--- src/rtl/div_sequencer.sv ---
// div_sequencer: multi-cycle RV32M DIV/DIVU/REM/REMU unit beside the EX-stage ALU.
// Radix-2 restoring divider on operand magnitudes, one quotient bit per cycle,
// with sign fix-up in a final cycle. Divide-by-zero and signed overflow resolve
// at the start edge. stall_ holds the front of the pipeline until done_.
module div_sequencer #(
    parameter int XLEN  = 32,
    parameter int CNT_W = 6
) (
    input  logic            clk,
    input  logic            rst,
    input  logic            start_,
    input  logic [2:0]      funct3_,
    input  logic [XLEN-1:0] rs1_value,
    input  logic [XLEN-1:0] rs2_value,
    input  logic            flush_,
    output logic            stall_,
    output logic            busy_,
    output logic            done_,
    output logic [XLEN-1:0] result_
);

    typedef enum logic [1:0] {
        S_IDLE = 2'd0,
        S_CALC = 2'd1,
        S_FIX  = 2'd2,
        S_DONE = 2'd3
    } state_t;

    state_t state_q, state_d;

    logic [CNT_W-1:0] cnt_q, cnt_d;
    logic [XLEN-1:0]  rem_q, rem_d;
    logic [XLEN-1:0]  quo_q, quo_d;
    logic [XLEN-1:0]  dvsr_q, dvsr_d;
    logic [XLEN-1:0]  result_q, result_d;
    logic             is_rem_q, is_rem_d;
    logic             neg_quo_q, neg_quo_d;
    logic             neg_rem_q, neg_rem_d;

    logic            accept;
    logic            op_signed;
    logic            op_rem;
    logic            div_zero;
    logic            ovf;
    logic            special;
    logic [XLEN-1:0] special_res;
    logic            last_iter;
    logic [XLEN:0]   shifted;
    logic [XLEN:0]   diff;
    logic            fits;

    // Two's-complement magnitude of a value, only when it is treated as signed.
    function automatic logic [XLEN-1:0] magnitude(input logic [XLEN-1:0] v, input logic sgn);
        magnitude = (sgn && v[XLEN-1]) ? (~v + 1'b1) : v;
    endfunction

    // Conditional negation used for the final sign correction.
    function automatic logic [XLEN-1:0] cond_neg(input logic [XLEN-1:0] v, input logic neg);
        cond_neg = neg ? (~v + 1'b1) : v;
    endfunction

    // Operation decode and special-case detection on the request inputs.
    always_comb begin
        accept    = (state_q == S_IDLE) && start_ && !flush_;
        op_signed = (funct3_ == 3'b100) || (funct3_ == 3'b110);
        op_rem    = (funct3_ == 3'b110) || (funct3_ == 3'b111);
        div_zero  = (rs2_value == '0);
        ovf       = op_signed && (rs1_value == {1'b1, {(XLEN-1){1'b0}}}) && (rs2_value == '1);
        special   = div_zero || ovf;
        // Overflow quotient equals the dividend itself (most negative value).
        if (div_zero)
            special_res = op_rem ? rs1_value : '1;
        else
            special_res = op_rem ? '0 : rs1_value;
        last_iter = (cnt_q == CNT_W'(XLEN-1));
        // Shift the next dividend bit (quotient MSB) into the partial remainder.
        shifted   = {rem_q, quo_q[XLEN-1]};
        diff      = shifted - {1'b0, dvsr_q};
        fits      = !diff[XLEN];
    end

    // State register; reset aborts any operation without a done_ pulse.
    always_ff @(posedge clk) begin
        if (!rst)
            state_q <= S_IDLE;
        else
            state_q <= state_d;
    end

    // Next-state logic; flush_ cancels CALC/FIX but not the DONE pulse.
    always_comb begin
        state_d = state_q;
        case (state_q)
            S_IDLE: if (accept) state_d = special ? S_DONE : S_CALC;
            S_CALC: begin
                if (flush_)
                    state_d = S_IDLE;
                else if (last_iter)
                    state_d = S_FIX;
            end
            S_FIX:  state_d = flush_ ? S_IDLE : S_DONE;
            S_DONE: state_d = S_IDLE;
            default: state_d = S_IDLE;
        endcase
    end

    // Outputs decoded from state; stall_ also covers the accepting cycle.
    always_comb begin
        stall_ = 1'b0;
        busy_  = 1'b0;
        done_  = 1'b0;
        case (state_q)
            S_IDLE: stall_ = start_ && !flush_;
            S_CALC: begin stall_ = 1'b1; busy_ = 1'b1; end
            S_FIX:  begin stall_ = 1'b1; busy_ = 1'b1; end
            S_DONE: begin busy_ = 1'b1; done_ = 1'b1; end
            default: ;
        endcase
    end

    // Datapath next values: operand latch, restoring iteration, sign fix-up.
    always_comb begin
        cnt_d     = cnt_q;
        rem_d     = rem_q;
        quo_d     = quo_q;
        dvsr_d    = dvsr_q;
        result_d  = result_q;
        is_rem_d  = is_rem_q;
        neg_quo_d = neg_quo_q;
        neg_rem_d = neg_rem_q;
        case (state_q)
            S_IDLE: begin
                if (accept) begin
                    cnt_d     = '0;
                    rem_d     = '0;
                    quo_d     = magnitude(rs1_value, op_signed);
                    dvsr_d    = magnitude(rs2_value, op_signed);
                    is_rem_d  = op_rem;
                    neg_quo_d = op_signed && (rs1_value[XLEN-1] ^ rs2_value[XLEN-1]);
                    neg_rem_d = op_signed && rs1_value[XLEN-1];
                    if (special)
                        result_d = special_res;
                end
            end
            S_CALC: begin
                if (!flush_) begin
                    rem_d = fits ? diff[XLEN-1:0] : shifted[XLEN-1:0];
                    quo_d = {quo_q[XLEN-2:0], fits};
                    cnt_d = cnt_q + 1'b1;
                end
            end
            S_FIX: begin
                if (!flush_)
                    result_d = is_rem_q ? cond_neg(rem_q, neg_rem_q) : cond_neg(quo_q, neg_quo_q);
            end
            default: ;
        endcase
    end

    // Datapath registers, cleared by reset.
    always_ff @(posedge clk) begin
        if (!rst) begin
            cnt_q     <= '0;
            rem_q     <= '0;
            quo_q     <= '0;
            dvsr_q    <= '0;
            result_q  <= '0;
            is_rem_q  <= 1'b0;
            neg_quo_q <= 1'b0;
            neg_rem_q <= 1'b0;
        end else begin
            cnt_q     <= cnt_d;
            rem_q     <= rem_d;
            quo_q     <= quo_d;
            dvsr_q    <= dvsr_d;
            result_q  <= result_d;
            is_rem_q  <= is_rem_d;
            neg_quo_q <= neg_quo_d;
            neg_rem_q <= neg_rem_d;
        end
    end

    assign result_ = result_q;

endmodule

--- config.mk ---
export PLATFORM = sky130hd
export DESIGN_NAME = div_sequencer
export DESIGN_NICKNAME = d
export VERILOG_FILES = /design/src/rtl/div_sequencer.sv
export SDC_FILE = /design/constraint.sdc
export NUM_CORES = 1
export LEC_CHECK = 0
export ABC_AREA = 0
export CORE_AREA = 2 2 107 187
export DETAILED_ROUTE_END_ITERATION = 10
export DIE_AREA = 0 0 109 189
export PLACE_DENSITY_LB_ADDON = 0.1
export SYNTH_ARGS = -nofsm -noshare
export SYNTH_HDL_FRONTEND = slang
export SYNTH_SLANG_ARGS = --single-unit
--- constraint.sdc ---
create_clock -name clk -period 3.4 [get_ports clk]
set_input_delay 0.34 -clock clk [delete_from_list [all_inputs] [get_ports clk]]
set_output_delay 0.34 -clock clk [all_outputs]
set_load 0.01 [all_outputs]
==> flow_metrics.py, run 1 <==
metrics = {
    "sta": {
        "layout_min_cycle_time_ns": 3.271,
        "maxSlewHeadroom_pct": 20.57,
        "rsz0062_at_grt": "no",
        "fin_setup_tns_ns": 0,
        "post-route-period-util_pct": 96.22,
        "maxSlewViolCount": 0,
        "max_freq_ghz": 0.3057,
        "finClkSkew_ns": 0.007970,
        "hold_violations": 0,
        "setup_viol": 0,
        "worst_pin_slew_ns": 1.192,
    },
    "logic_synthesis": {
        "ys_top_cells_by_area": "dfxtp_1 (25%), o21ai_0 (6.7%), nand2_1 (6.4%)",
        "synth_xor_area_share_pct": 10.70,
        "synth_top_family_by_area": "compound AO/OA/AOI/OAI gates",
        "synthMuxAreaShare_pct": 2.106,
        "synth-edff-count": 0,
        "syn_nets": 1599,
        "yosys_register_bits": 139,
        "synthSimpleGateAreaFrac_pct": 22.77,
        "synthDistinctLibCells": 78,
        "syn-cell-area_sq_um": 11050,
        "async_flop_share_pct": 0,
        "ys_warn_count": 0,
        "synth_cells": 1484,
        "synth_compound_area_share_pct": 28.06,
        "ys.flop_type": "dfxtp_1",
        "netlist.area_leader.share_pct": 25.18,
        "synth_top_area_cell": "dfxtp_1",
        "synthAdderAreaFrac_pct": 5.231,
        "syn_area_per_cell_sq_um": 7.446,
        "ys_seq_area_share_pct": 25.18,
    },
    "floorplanning": {
        "die_w_um": 109,
        "die_area_sq_um": 20600,
        "start_util_pct": 58.07,
        "coreArea_sq_um": 19030,
        "io-pin-count": 106,
        "num_rows": 67,
        "die_y_um": 189,
    },
    "global_route": {
        "grt_overflow_total": 0,
        "grt_pass1_wl_mm": 56.52,
        "grt_usage_pct": 35.14,
        "antenna_found_initial": 0,
        "first_global_vias": 11067,
        "grt_max_degree": 111,
    },
    "power_and_ir_drop": {
        "power_density_nw_per_um2": 530.6,
        "finalPower_uw": 7125,
        "ir_worst_vdd_v": 0.0004034,
        "leakage_uw": 0.005723,
    },
    "clocking": {
        "cts-root-buf": "clkbuf_16",
        "clk_latency_ns": 0.44,
        "numCtsBuffers": 17,
        "cts_tree": "yes",
        "clkTransAtPathRegs_ns": 0.06,
        "clk_path_buf_depth": 2,
        "htreeDepth": 4,
        "postCtsHoldBufs": 0,
        "cts_sinks": 139,
    },
    "setup_path": {
        "cpMaxStageDelayCell": "fa_2",
        "worstSetupPathType": "reg -> reg",
        "crit_fanout": 25,
        "cpPeakStageDelay_ns": 0.36,
        "path_cells": "inv_1 -> ha_1 -> fa_2 -> nand2b_1 -> a21o_1 -> a31o_2 -> nand4_1 -> a211oi_4 -> or2_2 -> o211a_4 -> buf_12 -> or3_1 -> nand3_1",
        "r2r-end": "rem_q[1]$_SDFFE_PN0P_",
        "endpoint": "rem_q[1]$_SDFFE_PN0P_",
        "worstPathArrival_ns": 3.65,
        "reg2reg_depth": 13,
        "cp-start-kind": "flop",
        "r2r_setup_slack_ns": 0.13,
        "crit_start": "quo_q[31]$_SDFFE_PN0P_",
        "endpoint_kind": "flop",
        "r2r-start": "quo_q[31]$_SDFFE_PN0P_",
        "required_ns": 3.78,
    },
    "drt": {
        "ant_nets": 0,
        "drtIter0Drc": 733,
        "vias": 11567,
        "firstDrtPassIters": 7,
        "wire_per_inst_um": 19.32,
        "wirelength_mm": 36.06,
        "drc_errors": 0,
        "viasPerCell": 6.199,
    },
    "placement": {
        "portBuffers": 105,
        "dpl.hpwl_mm": 27.37,
        "place_congestion": 0.9956,
        "placed_area_sq_um": 12760,
    },
    "outcome": {
        "status": "completed",
    },
    "cells_and_area": {
        "diodes": 0,
        "nets": 1727,
        "drive_above_1_share_pct": 10.46,
        "final_area_sq_um": 13430,
        "area_delta_synth_final_pct": 21.51,
        "fillCellCount": 1619,
    },
    "worst_hold_path": {
        "hold_path.class": "reg -> reg",
    },
    "job": {
        "cap_violations": 0,
    },
}
==> report_power, final <==
group / total [uW] / internal, uW / switching (uW)
Sequential: 1990 / 1820 / 174
Combinational: 3070 / 1270 / 1800
Clock: 2060 / 1300 / 761
Total: 7130 / 4390 / 2730
==> cell usage after synthesis, types with 19 or more instances <==
library cell	n
nand2_1	189
o21ai_0	149
dfxtp_1	139
nor2_1	97
a21oi_1	89
clkbuf_1	73
xnor2_1	72
xor2_1	63
inv_1	57
ha_1	43
nand3_1	37
o31ai_1	36
nor3_1	29
and2_1	28
o211a_1	28
a21o_1	23
mux2i_1	21
or3_1	20
o211ai_1	19
==> stage by stage <==
stage / cells / hold slack (ns) / utilization [%] / setup WS (ns)
floorplan: 1484 / 0.4410 / - / 0.3224
global placement: 1834 / 0.4517 / 67.05 / -0.05294
detailed placement: 1834 / 0.4581 / 67.05 / -0.1381
CTS: 1866 / 0.4661 / 70.47 / 0.01357
global route: 1866 / 0.4880 / 70.56 / 0.01886
finish: 1866 / 0.4694 / 70.56 / 0.1287
==> repair_timing <==
action,CTS,global route
resized for setup,1,4
buffers inserted,0,0
setup endpoints to repair,4,23
==> flip-flops by register name (all words and copies together), names as in the netlist <==
| register | flops |
|---|---|
| dvsr_q | 32 |
| quo_q | 32 |
| rem_q | 32 |
| result_ | 32 |
| is_rem_q | 1 |
| cnt_q | 6 |
| neg_rem_q | 1 |
| state_q | 2 |
| neg_quo_q | 1 |
==> how the worst min path moves through the flow <==
stage | end | start | slack [ns] | cells past startpoint
3_5_place_dp | result_[8]$_SDFFE_PN0P_ | result_[8]$_SDFFE_PN0P_ | 0.46 | 2
2_1_floorplan | dvsr_q[31]$_SDFFE_PN0P_ | dvsr_q[31]$_SDFFE_PN0P_ | 0.44 | 2
5_1_grt | result_[8]$_SDFFE_PN0P_ | result_[8]$_SDFFE_PN0P_ | 0.49 | 2
3_3_place_gp | result_[8]$_SDFFE_PN0P_ | result_[8]$_SDFFE_PN0P_ | 0.45 | 2
6_report | result_[8]$_SDFFE_PN0P_ | result_[8]$_SDFFE_PN0P_ | 0.47 | 2
4_1_cts | result_[8]$_SDFFE_PN0P_ | result_[8]$_SDFFE_PN0P_ | 0.47 | 2
==> layout by cell type (no fill, tap or decap), drive strengths merged, types with 18 or more instances in the layout <==
cell type,Yosys,routed
nand2,190,190
or3,26,26
or4,18,18
o211a,28,28
xor2,63,63
inv,57,57
nor3,30,30
a21oi,90,90
clkdlybuf4s50,0,104
and2,29,29
o21a,18,18
nor2,97,97
buf,16,102
mux2i,21,21
dfxtp,139,139
o31ai,38,38
a21o,23,23
nand3,37,37
ha,43,43
clkbuf,81,21
o211ai,19,19
a21boi,18,18
o21ai,149,149
xnor2,72,72
==> area by class of cell <==
| class | instances | area (sq um) | share of cell area (%) |
|---|---|---|---|
| timing repair buffer | 206 | 1842 | 13.72 |
| clock inverter | 11 | 165.2 | 1.230 |
| sequential | 139 | 2783 | 20.72 |
| multi-input combinational | 1191 | 7642 | 56.91 |
| clock buffer | 21 | 480.5 | 3.578 |
| inverter | 57 | 214.0 | 1.593 |
| tap | 241 | 301.5 | 2.246 |
==> per-layer routing <==
layer	routed length (um)	global-route usage (%)
met5	0	0
met4	3183	29.04
met2	18220	61.61
met1	13010	35.41
met3	1639	5.542
==> worst max-delay path: cells and delay by family, from the launching register on <==
family,cells,cell delay [ns]
compound gates,4,0.86
fa+ha+maj,2,0.59
buf+inv,2,0.22
flops,1,0.33
simple gates,5,1.19
==> kinds of logic after synthesis <==
logic type / count (synthesis)
adders and majority gates: 46
AOI/OAI and AO/OA: 471
buffers and inverters: 154
and+or+nand+nor: 516
DFF: 139
xor gates and xnor gates: 135
muxes: 23
Note: power is estimated with default switching activity, not from simulation.
==> run 2, diff against run 1 <==
--- a/config.mk
+++ b/config.mk
@@ -13,3 +13,4 @@
 export SYNTH_ARGS = -nofsm -noshare
 export SYNTH_HDL_FRONTEND = slang
 export SYNTH_SLANG_ARGS = --single-unit
+export TNS_END_PERCENT = 30
==> results of run 2 <==
Final layout, timing and power as in run 1 (identical DEF).
